$ cat src/rtl/loader_pkg.sv
// loader_pkg: shared types and sizing for the instruction RAM program loader.
package loader_pkg;
    typedef enum logic [2:0] {IDLE, LEN_HI, LEN_LO, DATA, CHECK, DONE, ERROR} state_e;
    localparam int BYTES_PER_WORD = 4;
    localparam int MAX_WORDS = 2 ** 10;
    function automatic logic [16:0] max_words(input int addr_w);
        return 17'(1) << addr_w;
    endfunction
endpackage

$ cat src/rtl/mem_inst_loader_word_packer.sv
// word_packer: big-endian byte-to-word shift register with a one-cycle full strobe.
module word_packer
    import loader_pkg::*;
(
    input  logic                         clock,
    input  logic                         reset_n,
    input  logic [7:0]                   byte_in,
    input  logic                         shift,
    input  logic                         clear,
    output logic [BYTES_PER_WORD*8-1:0]  word,
    output logic                         word_full
);
    localparam int WORD_W = BYTES_PER_WORD * 8;
    logic [WORD_W-1:0] word_q, word_d;
    logic [1:0]        cnt_q, cnt_d;
    logic              full_q, full_d;
    always_comb begin
        word_d = clear ? '0 : shift ? {word_q[WORD_W-9:0], byte_in} : word_q;
        cnt_d  = clear ? '0 : cnt_q + 2'(shift);
        full_d = !clear && shift && cnt_q == 2'(BYTES_PER_WORD - 1);
    end
    always_ff @(posedge clock or negedge reset_n) begin
        if (!reset_n) begin
            word_q <= '0;
            cnt_q  <= '0;
            full_q <= 1'b0;
        end else begin
            word_q <= word_d;
            cnt_q  <= cnt_d;
            full_q <= full_d;
        end
    end
    assign word      = word_q;
    assign word_full = full_q;
endmodule

$ cat src/rtl/mem_inst_loader.sv
// mem_inst_loader: framed byte stream to instruction RAM writer; holds the CPU until a verified load.
module mem_inst_loader
    import loader_pkg::*;
#(
    parameter int ADDR_W = 10,
    parameter int DATA_W = 32
) (
    input  logic              clock,
    input  logic              reset_n,
    input  logic              start,
    input  logic [7:0]        in_byte,
    input  logic              in_valid,
    output logic              in_ready,
    output logic [ADDR_W-1:0] mem_address,
    output logic [DATA_W-1:0] mem_data,
    output logic              mem_wren,
    output logic              cpu_hold,
    output logic              done,
    output logic              error
);
    state_e              state_q, state_d;
    logic [7:0]          len_hi_q, len_hi_d;
    logic [ADDR_W:0]     len_q, len_d;
    logic [ADDR_W+2:0]   cnt_q, cnt_d;
    logic [ADDR_W-1:0]   addr_q, addr_d;
    logic [7:0]          csum_q, csum_d;
    logic                in_ready_q, in_ready_d, cpu_hold_q, cpu_hold_d;
    logic                done_q, done_d, error_q, error_d;
    logic                accept, go, len_ok, last_byte, shift, word_full;
    logic [15:0]         n;
    logic [BYTES_PER_WORD*8-1:0] word;

    word_packer u_packer (
        .clock     (clock),
        .reset_n   (reset_n),
        .byte_in   (in_byte),
        .shift     (shift),
        .clear     (go),
        .word      (word),
        .word_full (word_full)
    );

    assign accept    = in_valid && in_ready_q;
    assign go        = start && state_q inside {IDLE, DONE, ERROR};
    assign n         = {len_hi_q, in_byte};
    assign len_ok    = n != 16'd0 && {1'b0, n} <= max_words(ADDR_W);
    assign last_byte = cnt_q == {len_q, 2'b00} - (ADDR_W + 3)'(1);

    always_comb begin
        state_d  = state_q;
        len_hi_d = len_hi_q;
        len_d    = len_q;
        cnt_d    = cnt_q;
        csum_d   = csum_q;
        shift    = 1'b0;
        // address advances in the cycle the word is presented, so it stays valid alongside mem_wren
        addr_d   = addr_q + ADDR_W'(word_full);
        if (go) begin
            state_d = LEN_HI;
            cnt_d   = '0;
            csum_d  = '0;
            addr_d  = '0;
        end else if (accept) begin
            case (state_q)
                LEN_HI: begin
                    len_hi_d = in_byte;
                    state_d  = LEN_LO;
                end
                LEN_LO: begin
                    len_d   = (ADDR_W + 1)'(n);
                    state_d = len_ok ? DATA : ERROR;
                end
                DATA: begin
                    shift   = 1'b1;
                    csum_d  = csum_q ^ in_byte;
                    cnt_d   = cnt_q + 1'b1;
                    state_d = last_byte ? CHECK : DATA;
                end
                CHECK:   state_d = in_byte == csum_q ? DONE : ERROR;
                default: state_d = state_q;
            endcase
        end
        in_ready_d = state_d inside {LEN_HI, LEN_LO, DATA, CHECK};
        cpu_hold_d = !(state_d inside {IDLE, DONE});
        done_d     = state_d == DONE;
        error_d    = state_d == ERROR;
    end

    always_ff @(posedge clock or negedge reset_n) begin
        if (!reset_n) begin
            state_q    <= IDLE;
            len_hi_q   <= '0;
            len_q      <= '0;
            cnt_q      <= '0;
            addr_q     <= '0;
            csum_q     <= '0;
            in_ready_q <= 1'b0;
            cpu_hold_q <= 1'b0;
            done_q     <= 1'b0;
            error_q    <= 1'b0;
        end else begin
            state_q    <= state_d;
            len_hi_q   <= len_hi_d;
            len_q      <= len_d;
            cnt_q      <= cnt_d;
            addr_q     <= addr_d;
            csum_q     <= csum_d;
            in_ready_q <= in_ready_d;
            cpu_hold_q <= cpu_hold_d;
            done_q     <= done_d;
            error_q    <= error_d;
        end
    end

    assign in_ready    = in_ready_q;
    assign cpu_hold    = cpu_hold_q;
    assign done        = done_q;
    assign error       = error_q;
    assign mem_address = addr_q;
    assign mem_data    = DATA_W'(word);
    assign mem_wren    = word_full;
endmodule
$ cat config.mk
export PLATFORM = sky130hd
export DESIGN_NAME = mem_inst_loader
export DESIGN_NICKNAME = d
export VERILOG_FILES = /design/src/rtl/loader_pkg.sv /design/src/rtl/mem_inst_loader_word_packer.sv /design/src/rtl/mem_inst_loader.sv
export SDC_FILE = /design/constraint.sdc
export NUM_CORES = 1
export LEC_CHECK = 0
export ABC_AREA = 1
export ABC_CLOCK_PERIOD_IN_PS = 2500
export CELL_PAD_IN_SITES_DETAIL_PLACEMENT = 2
export CELL_PAD_IN_SITES_GLOBAL_PLACEMENT = 2
export CORE_UTILIZATION = 33
export DETAILED_ROUTE_END_ITERATION = 6
export PLACE_DENSITY_LB_ADDON = 0.05
export SETUP_SLACK_MARGIN = 0.4
export SLEW_MARGIN = 20
export SYNTH_ARGS = -nofsm -noshare
export SYNTH_HDL_FRONTEND = slang
export SYNTH_SLANG_ARGS = --single-unit
export TNS_END_PERCENT = 100
$ cat constraint.sdc
create_clock -name clock -period 2.5 [get_ports clock]
set_input_delay 0.375 -clock clock [delete_from_list [all_inputs] [get_ports clock]]
set_output_delay 0.375 -clock clock [all_outputs]
set_load 0.1 [all_outputs]
==> metrics list <==
* Final antenna-violating net count: 0
- Average wire length per cell after detail routing: 17.96 um
- The floorplan step defined a core boundary enclosing 13350 um2.
- 0 antenna diodes ended up in the layout.
- The via count of the first global-routing pass is ~4500.
* Via count: approximately 4000
- Largest fanout on the critical path: 5
* Clock insertion delay at the later pin of the skew report: 0.35 ns
- Synthesis produced a netlist with a net count of 572.
* Overall power after layout: 6.812 mW
* Clk_skew: 0.007216 ns
- Number of maximum-capacitance constraint violations: 0
- The worst-case IR drop observed on VDD is slightly above 0.8 mV.
- Area added between synthesis and finish: 25.03%
- After routing the design area is 5687 um2.
- Synthesis handed over a netlist of 555 instances.
- Of all flip-flops after synthesis, the portion carrying an async set or reset was 100.0%.
* Std cell rows: 42
* Number of CTS-inserted buffers: 9
* I/O pin count: 59
- STA classifies the critical path endpoint as a flip-flop.
- First-pass DRT Iterations: 4
- In this run the static leakage power is ~2.8 nW.
- Mean post-synth cell area: 8.195 um2
* Clk sinks: 92
- Final Max Slew Viols: 0
- Setup crit start kind: flip-flop
- The first global-routing pass estimated 23.61 mm of wire.
- Leaving out fill and tap cells, the most frequent cell in the layout is nand2_1.
- The final number of hold-violating endpoints was 0.
- By startpoint and endpoint, the worst setup path is classified as reg -> reg.
- Pin count of the biggest net entering global routing: 41
- Antenna violations before repair: 0
* Crit path max-delay cell type: dfrtp_1
- In this run, synthesis inferred 0 flip-flops with an integrated enable.
* Global-route total usage across every layer: 21.59%
* Proportion of layout cells with a drive suffix above 1: 21.68%
* Class of the worst hold path: reg -> reg
- Upper clock frequency limit: about 470 MHz
- In the routed design, unresolved DRC markers number 0.
- Data on the critical path arrives at its endpoint at 2.37 ns.
* Critical Path Most Common Cell: nand2_2
- After layout, the minimum clock period comes to 2.130 ns.
* Run status: finished clean
* Total wire length after detailed routing: about 15 mm
- Detailed placer's ending HPWL: 10.69 mm
* Final count of negative-setup-slack endpoints: 0
- Setup repair after global routing could not meet its margin everywhere.
- Summing the sequential cell areas from Yosys gives 50.62% of the chip area.
- Number of nets in the finished design: approximately 640
- Final weighted congestion in routability-driven placement: around 0.79
* Die area: 14260 um2
- The root buffer cell chosen for the clock tree is clkbuf_16.
* Width of the die: 119.4 um
- #FFs+latches synth: 92
- Worst Hold Margin: between 0.4 and 0.5 ns
- In this run the number of H-tree levels came out at 3.
- Starting density of the core: 34.07%
* Leading cell types in the layout, fill and taps excluded: nand2_1 (120), dfrtp_1 (89), inv_1 (78), buf_4 (62), o21ai_0 (46)
* Core utilization of the finished layout: between 40% and 50%
- Critical-path cell list: inv_2, ha_4, xnor2_2, nor2_2, nand2_1, nor2_1, nand2_1, nor2_2, nand3_2, nand2_2, nand2_2, nand2_4, nand3_2, nand2_2, nand2_2
* I/O Buffers: between 50 and 60
- Headroom to the max-slew limit came out at 63.55%.
- After layout, the worst path uses ~85% of the clock period.
- Highest cell delay on the worst timing path: 0.42 ns
- In the final timing run, aggregate negative setup slack is 0 ns.
- CTS max path bufs: 2
* TritonCTS clock tree: yes
- Actual transition at the worst max-transition pin: 0.5454 ns
* Clock transition at the register clock pins on the worst setup and hold paths after CTS: 0.07 ns
- Initial DRC count: 158
* Data required time of the worst path: 2.74 ns
- In the synthesized netlist the dominant register cell turns out to be dfrtp_1.
* Area after DPL: 5255 um2
* Synthesis warning total: 0
- The mapped netlist covers approximately 4500 um2.
* Power per Cell Area: 1198 nW/um2
- Via density per instance: 4.934
- Summed over all layers, the global routing overflow is 0.
- Die height: 119.4 um
- After synthesis, the netlist uses 34 different library cells.
-- layout make-up --
| class | instances | area, um2 |
|---|---|---|
| well taps | 176 | 220.2 |
| clock inverters | 5 | 42.54 |
| inverters | 92 | 347.8 |
| clock buffers | 11 | 242.7 |
| repair buffers | 75 | 606.8 |
| flip-flops and latches | 92 | 2306 |
| fillers | 1515 | 7661 |
| multi-input cells | 357 | 1921 |
-- state kept, by name (all words and copies together) (netlist names), 2 cells and up --
| signal | count |
|---|---|
| u_packer.word | 32 |
| len_hi_q | 8 |
| u_packer.cnt_q | 2 |
| cnt_q | 13 |
| len_q | 11 |
| csum_q | 8 |
| mem_address | 10 |
| state_q | 3 |
-- per-stage QoR --
stage,std cells,setup WS [ns]
after floorplan,555,0.3348
after global placement,785,0.1704
after detailed placement,785,0.1727
after CTS,804,0.3711
after global routing,808,0.2340
final,808,0.3698
-- cell families after synthesis --
group / share of synthesized area (%)
flip-flops: 50.62
adder cells (fa/ha/maj): 1.376
XOR/XNOR: 3.274
buffers and inverters: 9.078
AO/OA/AOI/OAI: 11.77
AND/OR/NAND/NOR: 23.88
-- worst max-delay path, delay by kind of cell (launching register included) --
| family | cells | cell delay [ns] |
|---|---|---|
| XOR/XNOR | 1 | 0.13 |
| adder cells (fa/ha/maj) | 1 | 0.21 |
| buffers and inverters | 1 | 0.11 |
| flip-flops | 1 | 0.42 |
| AND/OR/NAND/NOR | 12 | 1.13 |
-- cells in the mapped netlist, types with 3 or more instances --
| cell type | instances | area share, % |
|---|---|---|
| nor2_4 | 3 | 0.74 |
| clkbuf_1 | 9 | 0.74 |
| xor2_1 | 7 | 1.3 |
| nor3_1 | 9 | 0.99 |
| xnor2_1 | 10 | 1.9 |
| o22ai_1 | 26 | 3.6 |
| inv_2 | 11 | 0.91 |
| nor2_2 | 6 | 0.83 |
| o21ai_0 | 47 | 5.2 |
| ha_1 | 5 | 1.4 |
| nand3_1 | 25 | 2.8 |
| inv_1 | 80 | 6.6 |
| nand4_1 | 5 | 0.69 |
| a21oi_1 | 15 | 1.7 |
| dfrtp_1 | 92 | 51 |
| buf_2 | 4 | 0.44 |
| nand2_1 | 126 | 10 |
| nor2_1 | 47 | 3.9 |
| nand2_2 | 6 | 0.83 |
-- timing repair --
item / CTS / global route
resized for setup: 12 / 14
hold buffers: 1 / 0
endpoints found under the hold margin: 27 / 0
gates cloned: 0 / 0
endpoints found under the setup margin: 18 / 11
buffers inserted: 2 / 4
pin swaps: 9 / 15
-- metal layers --
layer	up-vias	track usage (%)	part of all wire, %
li1	1915	-	-
met5	-	0	0
met1	1996	27.45	46
met3	23	3.161	2.1
met2	53	36.74	50
met4	0	8.750	2.2
-- where the power goes --
| group | leakage [nW] | switching, mW | internal (mW) |
|---|---|---|---|
| sequential | 1.24 | 0.338 | 1.84 |
| clock | 0.142 | 0.631 | 0.715 |
| combinational | 1.42 | 2.35 | 0.940 |
-- worst paths after layout --
| path | from | to | depth (start not counted) | slack (ns) |
|---|---|---|---|---|
| worst max-delay path | len_q[0]$_DFFE_PN0P_ | in_ready$_DFF_PN0_ | 15 | 0.37 |
| worst min-delay path | u_packer.word[31]$_DFFE_PN0P_ | u_packer.word[31]$_DFFE_PN0P_ | 2 | 0.49 |
| worst max register to register | len_q[0]$_DFFE_PN0P_ | in_ready$_DFF_PN0_ | 15 | 0.37 |
| worst min register to register | u_packer.word[31]$_DFFE_PN0P_ | u_packer.word[31]$_DFFE_PN0P_ | 2 | 0.49 |
| max in group asynchronous | reset_n | len_hi_q[6]$_DFFE_PN0P_ | 3 | 1.29 |
| min in group asynchronous | reset_n | cnt_q[3]$_DFFE_PN0P_ | 2 | 0.51 |
(Power assumes the default switching activity.)
==> RTL change (same settings) <==
Take the reset off `addr_q` and `csum_q` and load them in a clocked block of their own.
--- a/src/rtl/mem_inst_loader.sv
+++ b/src/rtl/mem_inst_loader.sv
@@ -92,8 +92,6 @@
             len_hi_q   <= '0;
             len_q      <= '0;
             cnt_q      <= '0;
-            addr_q     <= '0;
-            csum_q     <= '0;
             in_ready_q <= 1'b0;
             cpu_hold_q <= 1'b0;
             done_q     <= 1'b0;
@@ -103,13 +101,16 @@
             len_hi_q   <= len_hi_d;
             len_q      <= len_d;
             cnt_q      <= cnt_d;
-            addr_q     <= addr_d;
-            csum_q     <= csum_d;
             in_ready_q <= in_ready_d;
             cpu_hold_q <= cpu_hold_d;
             done_q     <= done_d;
             error_q    <= error_d;
         end
+    end
+
+    always_ff @(posedge clock) begin
+        addr_q <= addr_d;
+        csum_q <= csum_d;
     end
 
     assign in_ready    = in_ready_q;
Formal check against the unedited RTL: differs if reset_n is asserted again (counterexample within 10 cycles, from zero or initial values and one cycle with reset_n low); with reset_n held inactive, the same outputs for 10 cycles.
==> RTL change against the original RTL <==
Final area shrank 2.4%. Sequential cell count did not move. Cell count shrank 2.7%. Setup slack gained 8.8 ps. Wire length decreased by 7.6%. Power rose by 4.1%. Highest routed layer unchanged. Critical path type unchanged. Synthesized area decreased by 4.3%. Count of clock-buffer cells in the layout increased by 1.
==> RTL change: results (changes against the original RTL) <==
| Metric | Value |
|---|---|
| Outcome | `complete, no violations (unchanged)` |
| GP Congestion | `0.7839 (was 0.7861)` |
| Multi-input gate area | `0.001800 sq mm (was 0.001921 sq mm)` |
| Fillers | `1445 (was 1515)` |
| Post-placement setup slack | `18.79 ps (was 172.7 ps)` |
| Post-synth top cells | `nand2_1 (115), inv_1 (93), dfrtp_1 (74) (was nand2_1 (126), dfrtp_1 (92), inv_1 (80))` |
| Final WL | `13410 um (was 14510 um)` |
| Inverters excl. clock | `99 (was 92)` |
| Sequential cell area | `0.002218 sq mm (was 0.002306 sq mm)` |
| Clk_buf instances | `12 (was 11)` |
| Worst slew margin | `63.03% (was 63.55%)` |
| Post-synth cell types | `33 (was 34)` |
| Clock Network Area Fraction | `5.433% (was 5.017%)` |
| Adder-cell share of the synthesized area | `1.438% (was 1.376%)` |
| Non-clk buf share | `11.59% (was 10.67%)` |
| XOR/XNOR Fraction of Synth Area | `3.221% (was 3.274%)` |
| Non-clk bufs | `79 (was 75)` |
| VDD IR max | `0.8101 mV (was 0.8181 mV)` |
| Syn_nets | `549 (was 572)` |
| Final nets | `626 (was 644)` |
| Detailed Place HPWL | `9823 um (was 10690 um)` |
| Vias per inst | `4.855 (was 4.934)` |
| Async set-reset flop share out of synthesis | `80.43% (was 100.0%)` |
| Comb_multi_in | `328 (was 357)` |
| Initial DRC count | `102 (was 158)` |
| Max stage delay on crit path | `390 ps (was 420 ps)` |
| CP max FO | `3 (was 5)` |
| Largest net degree at the start of global routing | `50 (was 41)` |
| First-pass GRT wire length | `21540 um (was 23610 um)` |
==> RTL change: changes by cell type after synthesis, moves of 3 or more <==
cell / delta
nor2_1: -6
inv_1: +13
dfxtp_1: +18
a21oi_1: +4
inv_2: -5
nand2_1: -11
o21ai_0: -9
nand4_1: +3
nand3_1: -4
a22oi_1: +6
dfrtp_1: -18
nor3_1: -3
==> RTL change: power breakdown <==
part | leakage [uW] | internal [uW] | switching (uW)
clock | 0.000144 | 812 | 608
combinational | 0.00150 | 978 | 2500
sequential | 0.00113 | 1860 | 332
total | 0.00278 | 3650 | 3440
==> RTL change: through the flow <==
| step | hold slack [ps] | area (sq um) | std cells | utilization, % |
|---|---|---|---|---|
| 2_1_floorplan | 79.41 | 4354 | 532 | - |
| 3_3_place_gp | 317.6 | 5060 | 759 | 39.77 |
| 3_5_place_dp | 313.0 | 5060 | 759 | 39.77 |
| 4_1_cts | 470.5 | 5440 | 781 | 42.76 |
| 5_1_grt | 492.5 | 5550 | 786 | 43.63 |
| 6_report | 466.2 | 5550 | 786 | 43.63 |
==> RTL change: repair_timing <==
item	CTS	global route
setup buffers	5	5
endpoints found under the hold margin	25	0
setup endpoints to repair	28	9
gates resized for setup	11	21
gates cloned	0	0
hold buffers	1	0
pin swaps	2	14
==> RTL change: path summary, 6_finish.rpt <==
path,startpoint,endpoint,slack (ps),cells past startpoint
hold / removal,mem_address[9]$_SDFF_PP0_,mem_address[9]$_SDFF_PP0_,470,2
hold reg to reg,mem_address[9]$_SDFF_PP0_,mem_address[9]$_SDFF_PP0_,470,2
setup / recovery,len_q[1]$_DFFE_PN0P_,cpu_hold$_DFF_PN0_,380,16
min in group asynchronous,reset_n,cnt_q[1]$_DFFE_PN0P_,500,2
max in group asynchronous,reset_n,len_q[3]$_DFFE_PN0P_,1390,3
setup reg to reg,len_q[1]$_DFFE_PN0P_,cpu_hold$_DFF_PN0_,380,16
==> RTL change: cells by family after synthesis <==
| family | Yosys count |
|---|---|
| buf+inv | 112 |
| simple gates | 215 |
| flops | 92 |
| fa+ha+maj | 5 |
| xor+xnor | 16 |
| compound gates | 91 |
| mux | 1 |
==> RTL change: tightest hold or removal path: cells and delay by family (launching register included) <==
kind | cells | cell delay (ps)
DFF | 1 | 310
AOI/OAI and AO/OA | 1 | 50
buffers and inverters | 1 | 60
==> RTL change: routing by layer <==
layer / GRT usage, % / share of wire, % / vias to the layer above
li1: - / - / 1840
met1: 28.00 / 47 / 1920
met3: 3.090 / 2.2 / 11
met5: 0 / 0 / -
met2: 35.90 / 50 / 45
met4: 6.498 / 1.3 / 0
